[src/rtl/lift_pkg.sv]
// lift_pkg: shared direction codes, car state encoding and sizing helpers for the lift car drive
package lift_pkg;
  localparam logic [1:0] DIR_UP   = 2'b10;
  localparam logic [1:0] DIR_DOWN = 2'b01;
  localparam logic [1:0] DIR_REST = 2'b00;
  localparam logic [1:0] DIR_INV  = 2'b11;
  localparam int LIFT_NUM_FLOORS = 5;
  typedef enum logic [1:0] {
    S_IDLE       = 2'd0,
    S_MOVE       = 2'd1,
    S_DOOR_OPEN  = 2'd2,
    S_DOOR_CLOSE = 2'd3
  } state_e;
  function automatic int max3(input int a, input int b, input int c);
    int m;
    m = (a > b) ? a : b;
    return (m > c) ? m : c;
  endfunction
endpackage

[src/rtl/lift_timer.sv]
// lift_timer: loadable down-counter that sticks at zero and flags it; shared by travel, door and close phases
module lift_timer #(
  parameter int W = 3
) (
  input  logic         clk,
  input  logic         reset,
  input  logic         load,
  input  logic [W-1:0] load_val,
  output logic         zero
);
  logic [W-1:0] cnt_d, cnt_q;
  // a load overrides counting; otherwise count down and rest at zero
  always_comb cnt_d = load ? load_val : (cnt_q == '0 ? cnt_q : cnt_q - W'(1));
  // count register, cleared by the asynchronous active-low reset
  always_ff @(posedge clk or negedge reset) begin
    if (!reset) cnt_q <= '0;
    else cnt_q <= cnt_d;
  end
  assign zero = cnt_q == '0;
endmodule

[src/rtl/lift_car_drive.sv]
// lift_car_drive: car-side executor of controller stop commands; optional door hold via LIFT_DOOR_HOLD_EN
module lift_car_drive
  import lift_pkg::*;
#(
  parameter int NUM_FLOORS    = LIFT_NUM_FLOORS,
  parameter int FLOOR_W       = 3,
  parameter int TRAVEL_CYCLES = 4,
  parameter int DOOR_CYCLES   = 8,
  parameter int CLOSE_CYCLES  = 2
) (
  input  logic                  clk,
  input  logic                  reset,
`ifdef LIFT_DOOR_HOLD_EN
  input  logic                  door_hold,
`endif
  input  logic [1:0]            cmd_dir,
  input  logic [FLOOR_W-1:0]    cmd_floor,
  output logic [FLOOR_W-1:0]    curr_floor,
  output logic [1:0]            car_dir,
  output logic                  car_moving,
  output logic                  door_open,
  output logic                  arrived,
  output logic [NUM_FLOORS-1:0] clr_floor,
  output logic [NUM_FLOORS-2:0] clr_up,
  output logic [NUM_FLOORS-2:0] clr_down,
  output logic                  cmd_err
);
  localparam int CNT_W = $clog2(max3(TRAVEL_CYCLES, DOOR_CYCLES, CLOSE_CYCLES));
  localparam logic [CNT_W-1:0] TRAVEL_LD = CNT_W'(TRAVEL_CYCLES - 1);
  localparam logic [CNT_W-1:0] DOOR_LD   = CNT_W'(DOOR_CYCLES - 1);
  localparam logic [CNT_W-1:0] CLOSE_LD  = CNT_W'(CLOSE_CYCLES - 1);
  state_e               state_d, state_q;
  logic [FLOOR_W-1:0]   floor_d, floor_q;
  logic [1:0]           dir_d, dir_q;
  logic                 arrived_d, arrived_q;
  logic                 err_d, err_q;
  logic                 ld, zero, oor, ahead;
  logic [CNT_W-1:0]     ld_val;
  logic [FLOOR_W-1:0]   nf;
  logic [NUM_FLOORS-1:0] hot;
  lift_timer #(.W(CNT_W)) u_timer (
    .clk      (clk),
    .reset    (reset),
    .load     (ld),
    .load_val (ld_val),
    .zero     (zero)
  );
  assign oor   = {1'b0, cmd_floor} >= (FLOOR_W + 1)'(NUM_FLOORS);
  assign nf    = dir_q == DIR_UP ? floor_q + FLOOR_W'(1) : floor_q - FLOOR_W'(1);
  assign ahead = dir_q == DIR_UP ? cmd_floor > nf : cmd_floor < nf;
  // next state: command acceptance in IDLE, boundary decisions in MOVE, door open/close timing
  always_comb begin
    state_d   = state_q;
    floor_d   = floor_q;
    dir_d     = dir_q;
    arrived_d = 1'b0;
    err_d     = 1'b0;
    ld        = 1'b0;
    ld_val    = '0;
    case (state_q)
      S_IDLE: begin
        if (cmd_dir == DIR_INV || oor) err_d = 1'b1;
        else if (cmd_floor == floor_q) begin
          if (cmd_dir != DIR_REST) begin
            state_d   = S_DOOR_OPEN;
            arrived_d = 1'b1;
            ld        = 1'b1;
            ld_val    = DOOR_LD;
          end
        end else if ((cmd_dir == DIR_UP && cmd_floor > floor_q) || (cmd_dir == DIR_DOWN && cmd_floor < floor_q)) begin
          state_d = S_MOVE;
          dir_d   = cmd_dir;
          ld      = 1'b1;
          ld_val  = TRAVEL_LD;
        end else if (cmd_dir != DIR_REST) err_d = 1'b1;
      end
      S_MOVE: begin
        if (zero) begin
          floor_d = nf;
          if (cmd_floor == nf) begin
            state_d   = S_DOOR_OPEN;
            dir_d     = DIR_REST;
            arrived_d = 1'b1;
            ld        = 1'b1;
            ld_val    = DOOR_LD;
          end else if (cmd_dir == dir_q && ahead && !oor) begin
            ld     = 1'b1;
            ld_val = TRAVEL_LD;
          end else begin
            state_d = S_IDLE;
            dir_d   = DIR_REST;
            err_d   = cmd_dir == DIR_UP && dir_q == DIR_UP && oor;
          end
        end
      end
      S_DOOR_OPEN: begin
`ifdef LIFT_DOOR_HOLD_EN
        if (door_hold) begin
          ld     = 1'b1;
          ld_val = DOOR_LD;
        end else
`endif
        if (zero) begin
          state_d = S_DOOR_CLOSE;
          ld      = 1'b1;
          ld_val  = CLOSE_LD;
        end
      end
      default: begin
`ifdef LIFT_DOOR_HOLD_EN
        if (door_hold) begin
          state_d = S_DOOR_OPEN;
          ld      = 1'b1;
          ld_val  = DOOR_LD;
        end else
`endif
        if (zero) state_d = S_IDLE;
      end
    endcase
  end
  // car state registers, all returned to idle at floor 0 by reset
  always_ff @(posedge clk or negedge reset) begin
    if (!reset) begin
      state_q   <= S_IDLE;
      floor_q   <= '0;
      dir_q     <= DIR_REST;
      arrived_q <= 1'b0;
      err_q     <= 1'b0;
    end else begin
      state_q   <= state_d;
      floor_q   <= floor_d;
      dir_q     <= dir_d;
      arrived_q <= arrived_d;
      err_q     <= err_d;
    end
  end
  assign hot        = arrived_q ? NUM_FLOORS'(1) << floor_q : '0;
  assign clr_floor  = hot;
  assign clr_up     = hot[NUM_FLOORS-2:0];
  assign clr_down   = hot[NUM_FLOORS-1:1];
  assign curr_floor = floor_q;
  assign car_dir    = dir_q;
  assign car_moving = state_q == S_MOVE;
  assign door_open  = state_q == S_DOOR_OPEN;
  assign arrived    = arrived_q;
  assign cmd_err    = err_q;
endmodule

[config.mk]
export PLATFORM = sky130hd
export DESIGN_NAME = lift_car_drive
export DESIGN_NICKNAME = d
export VERILOG_FILES = /design/src/rtl/lift_pkg.sv /design/src/rtl/lift_timer.sv /design/src/rtl/lift_car_drive.sv
export SDC_FILE = /design/constraint.sdc
export NUM_CORES = 1
export LEC_CHECK = 0
export BUFFER_PORTS_ARGS = -buffer_cell sky130_fd_sc_hd__buf_2
export CORE_ASPECT_RATIO = 1.5
export CORE_MARGIN = 2
export CORE_UTILIZATION = 52
export CTS_CLUSTER_SIZE = 28
export DETAILED_ROUTE_END_ITERATION = 6
export PLACE_DENSITY_LB_ADDON = 0.15
export SETUP_SLACK_MARGIN = 0.05
export SYNTH_ARGS = -nofsm -noshare
export SYNTH_HDL_FRONTEND = slang
export SYNTH_HIERARCHICAL = 1
export SYNTH_SLANG_ARGS = --single-unit
[constraint.sdc]
create_clock -name clk -period 3.6 [get_ports clk]
set_input_delay 0.36 -clock clk [delete_from_list [all_inputs] [get_ports clk]]
set_output_delay 0.36 -clock clk [all_outputs]
set_load 0.05 [all_outputs]
# Word-level counts from Yosys, hierarchy flattened
# Index checks and enable logic that the tools add are counted.
totals:
  ff_bits: 12
  in_bits: 7
  output_inout_bits: 22
  word_cells: 101
classes:
  add_sub_neg: 3
  order_cmp: 5
  eq_ne: 18
  n_shift: 1
  n_mux: 51
  reduce_logical: 17
op_table:
  columns: ["op", "n"]
  rows:
  - ["two-way mux 2 bit", 16]
  - ["two-way mux 3 bit", 8]
  - ["two-way mux 1 bit", 20]
  - ["!= test 3 bit (second input constant)", 3]
  - ["case mux 3 bit (3 select lines)", 1]
  - ["== test 2 bit (second input constant)", 4]
  - ["AND reduction 7 bit", 1]
  - ["== test 3 bit", 2]
  - ["> comparator 3 bit", 2]
  - ["logical AND 1 bit", 6]
  - ["< comparator 3 bit", 2]
  - ["!= test 2 x 1 -> 1 bit (second input constant)", 3]
  - ["!= test 2 bit (second input constant)", 3]
  - ["case mux 2 bit (3 select lines)", 1]
  - ["AND reduction 6 bit", 1]
  - ["nonzero test 2 bit", 3]
  - ["subtractor 3 x 1 -> 3 bit (second input constant)", 2]
  - ["two-way mux 5 bit", 1]
  - ["left shift 1 x 3 -> 5 bit (first input constant)", 1]
  - ["== test 2 x 1 -> 1 bit (second input constant)", 2]
  - ["case mux 1 bit (2 select lines)", 2]
  - ["case mux 2 bit (2 select lines)", 1]
  - ["adder 3 x 1 -> 3 bit (second input constant)", 1]
  - [">= comparator 3 bit (second input constant)", 1]
  - ["other kinds (7)", 8]

# Depth between registers and ports, before layout
# Gate-level depths: netlist of the first run.
depth:
  ltp_word: 11
  ltp_mapped: 14
  depth_no_buf: 14

# Hierarchy
# The synthesis of the first run kept the hierarchy.
by_module_without_submodules:
  columns: ["module", "instances", "cells_per_inst", "area_each_um2", "seq_area_each_um2"]
  rows:
  - ["lift_car_drive", 1, 104, 897.1, 225.2]
  - ["lift_timer", 1, 21, 200.2, 75.1]

# Least setup slack after synthesis of the first run
# OpenSTA, ideal clock, no wires.
synth_timing:
  path_kind: "flip-flop to flip-flop"
  startpoint: "register dir_q[0] (netlist: car_dir[0])"
  endpoint: "register u_timer.cnt_q[0]"
  setup_ps: 104
  arrival_time_ps: 3257
  required_ps: 3496
  setup_slack_ps: 239
  path_stages_with_launch: 15
  n_path_buf: 0
  period_less_slack_ps: 3361
  path_cell_list: "dfrtp_1 > inv_1 > nand2_1 > inv_1 > fa_1 > xnor2_1 > xnor2_1 > ha_1 > a21oi_1 > o21ai_2 > xnor2_2 > a41oi_1 > o211ai_1 > nor2b_1 > a221oi_1"
synth_between:
  elab_chain_cells: 11
  elab_cells_between_ends: 19
  cone_classes: "2 x order compare; 4 x eq/ne; 11 x mux; 2 x reduce/logical"
synth_rtl:
  columns: ["element", "line_no", "rtl"]
  rows:
  - ["from (decl)", "lift_car_drive.sv:34", "logic [1:0] dir_d, dir_q;"]
  - ["from (signal assigned)", "lift_car_drive.sv:132", "dir_q <= dir_d;"]
  - ["== test 2 bit", "lift_car_drive.sv:49, lift_car_drive.sv:50", null]
  - ["two-way mux 3 bit", "lift_car_drive.sv:49", "assign nf = dir_q == DIR_UP ? floor_q + FLOOR_W'(1) : floor_q - FLOOR_W'(1);"]
  - ["< comparator 3 bit or > comparator 3 bit (tied branches)", "lift_car_drive.sv:50", "assign ahead = dir_q == DIR_UP ? cmd_floor > nf : cmd_floor < nf;"]
  - ["two-way mux 1 bit", "lift_car_drive.sv:50", null]
  - ["logical AND 1 bit (2 in series)", "lift_car_drive.sv:86", "end else if (cmd_dir == dir_q && ahead && !oor) begin"]
  - ["two-way mux 1 bit", "lift_car_drive.sv:86", null]
  - ["two-way mux 1 bit *", "lift_car_drive.sv:80", "if (cmd_floor == nf) begin"]
  - ["two-way mux 1 bit *", "lift_car_drive.sv:78", "if (zero) begin"]
  - ["case mux 1 bit (3 select lines) *", "lift_car_drive.sv:60", "case (state_q)"]
  - ["via ld", "lift_car_drive.sv:37", "logic ld, zero, oor, ahead;"]
  - ["!= test 2 x 1 -> 1 bit (no source line) or two-way mux 3 bit (tied branches)", null, null]
  - ["to (signal assigned)", "lift_timer.sv:17", "else cnt_q <= cnt_d;"]
  - ["to (decl)", "lift_timer.sv:11", "logic [W-1:0] cnt_d, cnt_q;"]
# Mark *: on every way through the listed nets, which the timed path passes. The rest lies on a longest branch.
# A chain may end at the register's enable or synchronous reset.

# Final worst setup path of the first run
layout_timing:
  startpoint: "register dir_q[0] (netlist: car_dir[0])"
  endpoint: "register u_timer.cnt_q[1]"
# The elaborated chain is that of the path after synthesis.

==> flow_summary_export.csv, run 1 <==
group,metric,value,unit
status,outcome,"finished clean",
cts,cts_buffer_depth,2,
min_path,hold_end,"car_dir[1]$_DFFE_PN0P_",
drt,drt_wl_total,2450,um
finish,fill_cells,194,
min_path,hp-class,"input pin to flip-flop",
die,ios,29,
cts,htreeDepth,1,
yosys,ys_top_cells_by_count,"15 x inv_1, 12 x dfrtp_1, 10 x nand2_1",
yosys,synth.largest_area_cell,"dfrtp_1",
place,hpwl,1900,um
global_route,antenna_found_initial,0,
global_route,grt_usage,21.3,%
yosys,yosys-top-cells-area,"dfrtp_1 27%, ha_1 9.1%, buf_4 5.5%",
worst_setup_path,reg2reg_from,"car_dir[0]$_DFFE_PN0P_",
die,start_util,54.8,%
drt,wl_per_cell,14.5,um
global_route,grt_pass1_vias,928,
yosys,yosys_register_bits,12,
yosys,syn_avg_cell_area,8.78,um2
die,die_y,60.3,um
yosys,yosysTopAreaCellShare,27.4,%
timing,slew_headroom,68.5,%
place,numPortBuffers,28,
cts,clock_latency,0.28,ns
finish,fin_util,60.9,%
power,ir_drop,0.000644,V
global_route,grt_overflow,0,
die,row_count,20,
yosys,yosysUniqueCellTypes,39,
timing,fin_hold_ws,0.412,ns
yosys,yosysMostFrequentCell,"inv_1",
worst_setup_path,crit_path_end_kind,"flip-flop",
worst_setup_path,path_delay_family,"compound AO/OA/AOI/OAI gates",
timing,rsz0062_at_grt,"no",
timing,setup_viol,0,
finish,final_layout_size_suffix_gt1_share,25.2,%
worst_setup_path,worstSetupPathType,"flip-flop to flip-flop",
worst_setup_path,cp_max_fo,8,
worst_setup_path,timing.critical_path.required,3.75,ns
finish,fin_nets,165,
worst_setup_path,max_stage_delay,0.40,ns
worst_setup_path,crit_slowest_cell,"dfrtp_1",
worst_setup_path,start_kind,"flip-flop",
yosys,synthFlopType,"dfrtp_1",
drt,firstDrtPassIters,4,
drt,drc,0,
die,die_area,2500,um2
cts,ctsResizeCount,0,
global_route,grtUsageMet1,25.7,%
cts,cts-root-buf,"clkbuf_4",
yosys,syn_nets,141,
timing,worst_clock_skew,0.00224,ns
yosys,syn_inst,125,
finish,syn_to_final_growth,11.1,%
timing,timing.final.hold_violations,0,
global_route,grt_pass1_wl,4120,um
drt,antenna_left,0,
drt,vias,1003,
timing,setup_tns,0,ns
cts,cts_made_buffers,3,
power,cellPowerDensity,1020,nW/um2
place,gp_congestion,0.916,
global_route,top_usage_layer,"met2",
global_route,grt_util_met2,38.8,%
power,p_leak,0.000622,uW
timing,finalCritPeriodShare,90.3,%
timing,tightest_slew,0.471,ns
worst_setup_path,path_buf_inv,3,
min_path,worstHoldStart,"cmd_dir[1]",
yosys,synth-seq-area-share,27.4,%
worst_setup_path,r2r_slack,0.35,ns
min_path,whs_path_depth,3,
global_route,grt_start_max_net_pins,13,
die,core_area,2000,um2
yosys,synth_edf_count,0,
worst_setup_path,ff2ff_path_depth,15,
cts,clkTransAtPathRegs,0.07,ns
cts,cts_tree,"yes",
worst_setup_path,r2r-end,"u_timer/cnt_q[1]$_DFFE_PN0P_",
yosys,syn_area,1100,um2
global_route,grt.met3_usage,2.11,%
cts,cts_sinks,12,
worst_setup_path,cp.arrival,3.40,ns
worst_setup_path,worstPathCellList,"inv_1 > nand2_1 > inv_1 > fa_1 > xnor2_1 > xnor2_1 > ha_1 > a21oi_1 > o21ai_2 > xnor2_2 > a41oi_1 > o211ai_1 > buf_4 > nor4b_1 > a311oi_1",
timing,slew_violations,0,
finish,num_antenna_cells,0,
yosys,synth.yosys.warnings,6,
drt,drt-vias-per-instance,5.93,
drt,detail_route.iter0.violations,20,
yosys,synthArstFlopShare,100,%
timing,timing.fmax,308,MHz
timing,period_minus_slack,3.25,ns
die,die_x,41.5,um
job,drv_cap,0,
worst reg2reg max path, cell delays in order (launching register included):
cell and delay, ns:
dfrtp_1 0.40, inv_1 0.09, nand2_1 0.11, inv_1 0.11, fa_1 0.39, xnor2_1 0.19
xnor2_1 0.16, ha_1 0.30, a21oi_1 0.17, o21ai_2 0.11, xnor2_2 0.17, a41oi_1 0.27
o211ai_1 0.13, buf_4 0.17, nor4b_1 0.29, a311oi_1 0.08
what timing repair did:
item | 4_1_cts | 5_1_grt
setup endpoints to repair | 0 | 2
endpoints found under the hold margin | 12 | 0
setup buffers | 0 | 1
hold buffers | 1 | 0
metal layers:
| layer | part of all wire, % | up-vias | wire, um |
|---|---|---|---|
| met2 | 51 | 29 | 1250 |
| met1 | 42 | 475 | 1030 |
| li1 | - | 492 | - |
| met4 | 2.2 | 0 | 54 |
| met5 | 0 | - | 0 |
| met3 | 4.6 | 7 | 112 |
flip-flops by register name, indices dropped and copies added, names as in the netlist:
signal,count
curr_floor,3
u_timer/cnt_q,3
car_dir,2
state_q,2
arrived,1
cmd_err,1
logic make-up (layout without fill, tap and decap cells):
| logic type | count (synthesis) | in the layout | share of synthesized area, % |
|---|---|---|---|
| xor gates and xnor gates | 7 | 7 | 6.27 |
| DFF | 12 | 12 | 27.4 |
| muxes | 1 | 1 | 0.912 |
| and+or+nand+nor | 38 | 38 | 20.3 |
| AOI/OAI and AO/OA | 32 | 32 | 21.2 |
| adders and majority gates | 9 | 9 | 10.9 |
| buffers and inverters | 26 | 48 | 13.0 |
cell type report:
type / instances / area (um2) / share of cell area [%]
flip-flops and latches: 12 / 300 / 24.6
well taps: 22 / 27.5 / 2.26
inverters: 15 / 56.3 / 4.62
clock buffers: 3 / 22.5 / 1.85
multi-input cells: 87 / 654 / 53.7
repair buffers: 30 / 158 / 12.9
per-stage QoR:
stage               setup WS (ns)  std cells  total power (uW)  cell area (um2)
detailed placement          0.306        164              1150             1180
global placement            0.445        164              1120             1180
floorplan                   0.239        125               984             1100
finish                      0.348        169              1250             1220
global route               0.0654        169              1350             1220
CTS                         0.264        168              1240             1210
worst max-delay path by stage:
stage / from / end / cells past startpoint
3_3_place_gp: curr_floor[0]$_DFFE_PN0P_ / u_timer/cnt_q[0]$_DFFE_PN0P_ / 12
6_report: car_dir[0]$_DFFE_PN0P_ / u_timer/cnt_q[1]$_DFFE_PN0P_ / 15
3_5_place_dp: car_dir[0]$_DFFE_PN0P_ / u_timer/cnt_q[0]$_DFFE_PN0P_ / 14
2_1_floorplan: car_dir[0]$_DFFE_PN0P_ / u_timer/cnt_q[0]$_DFFE_PN0P_ / 14
5_1_grt: car_dir[0]$_DFFE_PN0P_ / u_timer/cnt_q[1]$_DFFE_PN0P_ / 15
4_1_cts: car_dir[0]$_DFFE_PN0P_ / u_timer/cnt_q[0]$_DFFE_PN0P_ / 14
cells in the final DEF (no fill, tap or decap), types with 4 or more instances in the layout:
cell     count
buf_2       28
inv_1       15
dfrtp_1     12
nand2_1     10
ha_1         8
xnor2_1      6
a21oi_1      6
o32ai_1      5
o21ai_0      4
report_power, final:
group / internal, uW / leakage (uW) / total, uW / switching, uW
logic: 326 / 0.000465 / 892 / 566
registers: 199 / 0.000143 / 273 / 74.4
clock network: 38.8 / 0.0000138 / 84.1 / 45.3
No activity file was read; power rests on OpenSTA's default activity.
==> inputs of run 2 (changes only) <==
--- a/config.mk
+++ b/config.mk
@@ -9,3 +9,2 @@
 export CORE_ASPECT_RATIO = 1.5
-export CORE_MARGIN = 2
 export CORE_UTILIZATION = 52
==> constraint.sdc (replaced) <==
create_clock -name clk -period 3.6 [get_ports clk]
set_input_delay 0.72 -clock clk [delete_from_list [all_inputs] [get_ports clk]]
set_output_delay 0.72 -clock clk [all_outputs]
set_load 0.05 [all_outputs]
==> flow_summary_export.csv, run 2 (synthesized netlist as in run 1, its figures left out) <==
group,metric,value,unit
status,outcome,"finished clean",
timing,tightest_slew,0.431,ns
finish,mostFrequentLayoutCell,"buf_2",
drt,firstDrtPassIters,4,
die,die_x,39.5,um
timing,rsz0062_at_grt,"no",
worst_setup_path,cp_max_fo,8,
drt,drt-vias-per-instance,5.89,
timing,slew_violations,0,
place,hpwl,1960,um
timing,timing.final.hold_violations,0,
cts,htreeDepth,1,
worst_setup_path,timing.critical_path.required,3.77,ns
die,die_area,2300,um2
worst_setup_path,r2r_slack,0.27,ns
drt,antenna_left,0,
cts,cts_tree,"yes",
finish,final_layout_size_suffix_gt1_share,27.7,%
worst_setup_path,reg2reg_from,"car_dir[1]$_DFFE_PN0P_",
timing,slew_headroom,71.2,%
cts,cts-root-buf,"clkbuf_4",
power,p_sw,711,uW
die,row_count,20,
global_route,grt_usage,25.9,%
die,core_area,2000,um2
place,numPortBuffers,28,
place,place_inst,164,
global_route,grt_pass1_wl,4060,um
drt,drc,0,
timing,setup_viol,0,
drt,wl_per_cell,15.1,um
worst_setup_path,ff2ff_path_depth,14,
place,gp_congestion,0.953,
global_route,grt_start_max_net_pins,13,
finish,fin_util,62.1,%
finish,syn_to_final_growth,13.2,%
finish,instances_no_fill,170,
power,cellPowerDensity,1050,nW/um2
drt,detail_route.iter0.violations,35,
global_route,antenna_found_initial,0,
timing,setup_tns,0,ns
cts,clock_latency,0.30,ns
finish,fin_nets,165,
timing,fin_hold_ws,0.292,ns
power,ir_drop,0.000814,V
power,p_int,597,uW
drt,drt_wl_total,2570,um
die,start_util,54.8,%
timing,worst_clock_skew,0.00483,ns
power,pwr-share-clk,9.0,%
power,p_seq_share,21.0,%
finish,num_antenna_cells,0,
power,p_leak,0.000631,uW
finish,layout_common_cells,"28 x buf_2, 15 x inv_1, 12 x dfrtp_1",
timing,timing.fmax,300,MHz
min_path,hp-class,"input pin to asynchronous set/reset pin",
cts,cts_buffer_depth,2,
die,ios,29,
worst_setup_path,r2r-end,"u_timer/cnt_q[0]$_DFFE_PN0P_",
job,drv_cap,0,
die,die_y,58.3,um
cts,cts_made_buffers,3,
cts,clkTransAtPathRegs,0.08,ns
worst_setup_path,worstSetupPathType,"flip-flop to flip-flop",
power,pwr-share-comb,70.0,%
global_route,grt_overflow,0,
cts,cts_sinks,12,
power,p_total,1310,uW
power,swShare,54.4,%
worst_setup_path,cp.arrival,3.50,ns
drt,vias,1001,
timing,period_minus_slack,3.33,ns
global_route,grt_pass1_vias,885,
worst_setup_path,start_kind,"flip-flop",
timing,finalCritPeriodShare,92.5,%
worst_setup_path,crit_path_end_kind,"flip-flop",
## run 2: changes by cell type in the layout (fill, tap and decap cells not counted), sizes merged
cell,before,now
buf,29,30
clkbuf,3,4
dlygate4sd3,1,0
## run 2: timing repair
item / 4_1_cts / 5_1_grt
gates resized for setup: 0 / 1
endpoints found under the setup margin: 0 / 3
setup buffers: 0 / 2
hold buffers: 0 / 0
## run 2: worst max path at each step
stage / start / endpoint / slack, ns / depth (start not counted)
2_1_floorplan: car_dir[0]$_DFFE_PN0P_ / u_timer/cnt_q[0]$_DFFE_PN0P_ / 0.24 / 14
4_1_cts: car_dir[0]$_DFFE_PN0P_ / u_timer/cnt_q[0]$_DFFE_PN0P_ / 0.19 / 14
5_1_grt: car_dir[1]$_DFFE_PN0P_ / u_timer/cnt_q[1]$_DFFE_PN0P_ / 0.11 / 14
3_3_place_gp: car_dir[0]$_DFFE_PN0P_ / u_timer/cnt_q[1]$_DFFE_PN0P_ / 0.34 / 14
3_5_place_dp: car_dir[0]$_DFFE_PN0P_ / u_timer/cnt_q[1]$_DFFE_PN0P_ / 0.28 / 14
6_report: car_dir[1]$_DFFE_PN0P_ / u_timer/cnt_q[0]$_DFFE_PN0P_ / 0.27 / 14
## run 2: metal layers
metal	up-vias	wire, um	track usage, %
met1	468	1070	31.1
met2	35	1340	43.6
met3	5	95	2.30
met5	-	0	0
li1	493	-	-
met4	0	63	13.3
## run 2: critical path, stage by stage (launching register included)
cell and delay [ns]:
dfrtp_1 0.44, nand2_1 0.15, inv_1 0.11, fa_1 0.38, xnor2_1 0.22, xnor2_1 0.18
ha_1 0.30, a21oi_1 0.17, o21ai_2 0.10, xnor2_2 0.17, a41oi_1 0.27, o211ai_1 0.14
buf_4 0.18, nor4b_1 0.31, a221oi_1 0.08
## run 2: layout make-up
class	instances	area (um2)
fillers	189	759
multi-input cells	87	667
flip-flops and latches	12	300
repair buffers	30	155
inverters	15	56.3
clock buffers	4	36.3
well taps	22	27.5
## run 2: power groups by stage
stage          Clock (uW)  Sequential, uW  Combinational [uW]
5_1_grt               122             286                1000
3_5_place_dp            0             279                 884
4_1_cts               119             276                 894
6_report              117             275                 916
3_3_place_gp            0             274                 869
2_1_floorplan           0             365                 622
## run 2: metrics by stage
stage                     cell area (um2)  worst slack (ns)
final                                1240             0.270
after global routing                 1240             0.105
after CTS                            1220             0.186
after detailed placement             1180             0.280
after global placement               1180             0.337
after floorplan                      1100             0.239
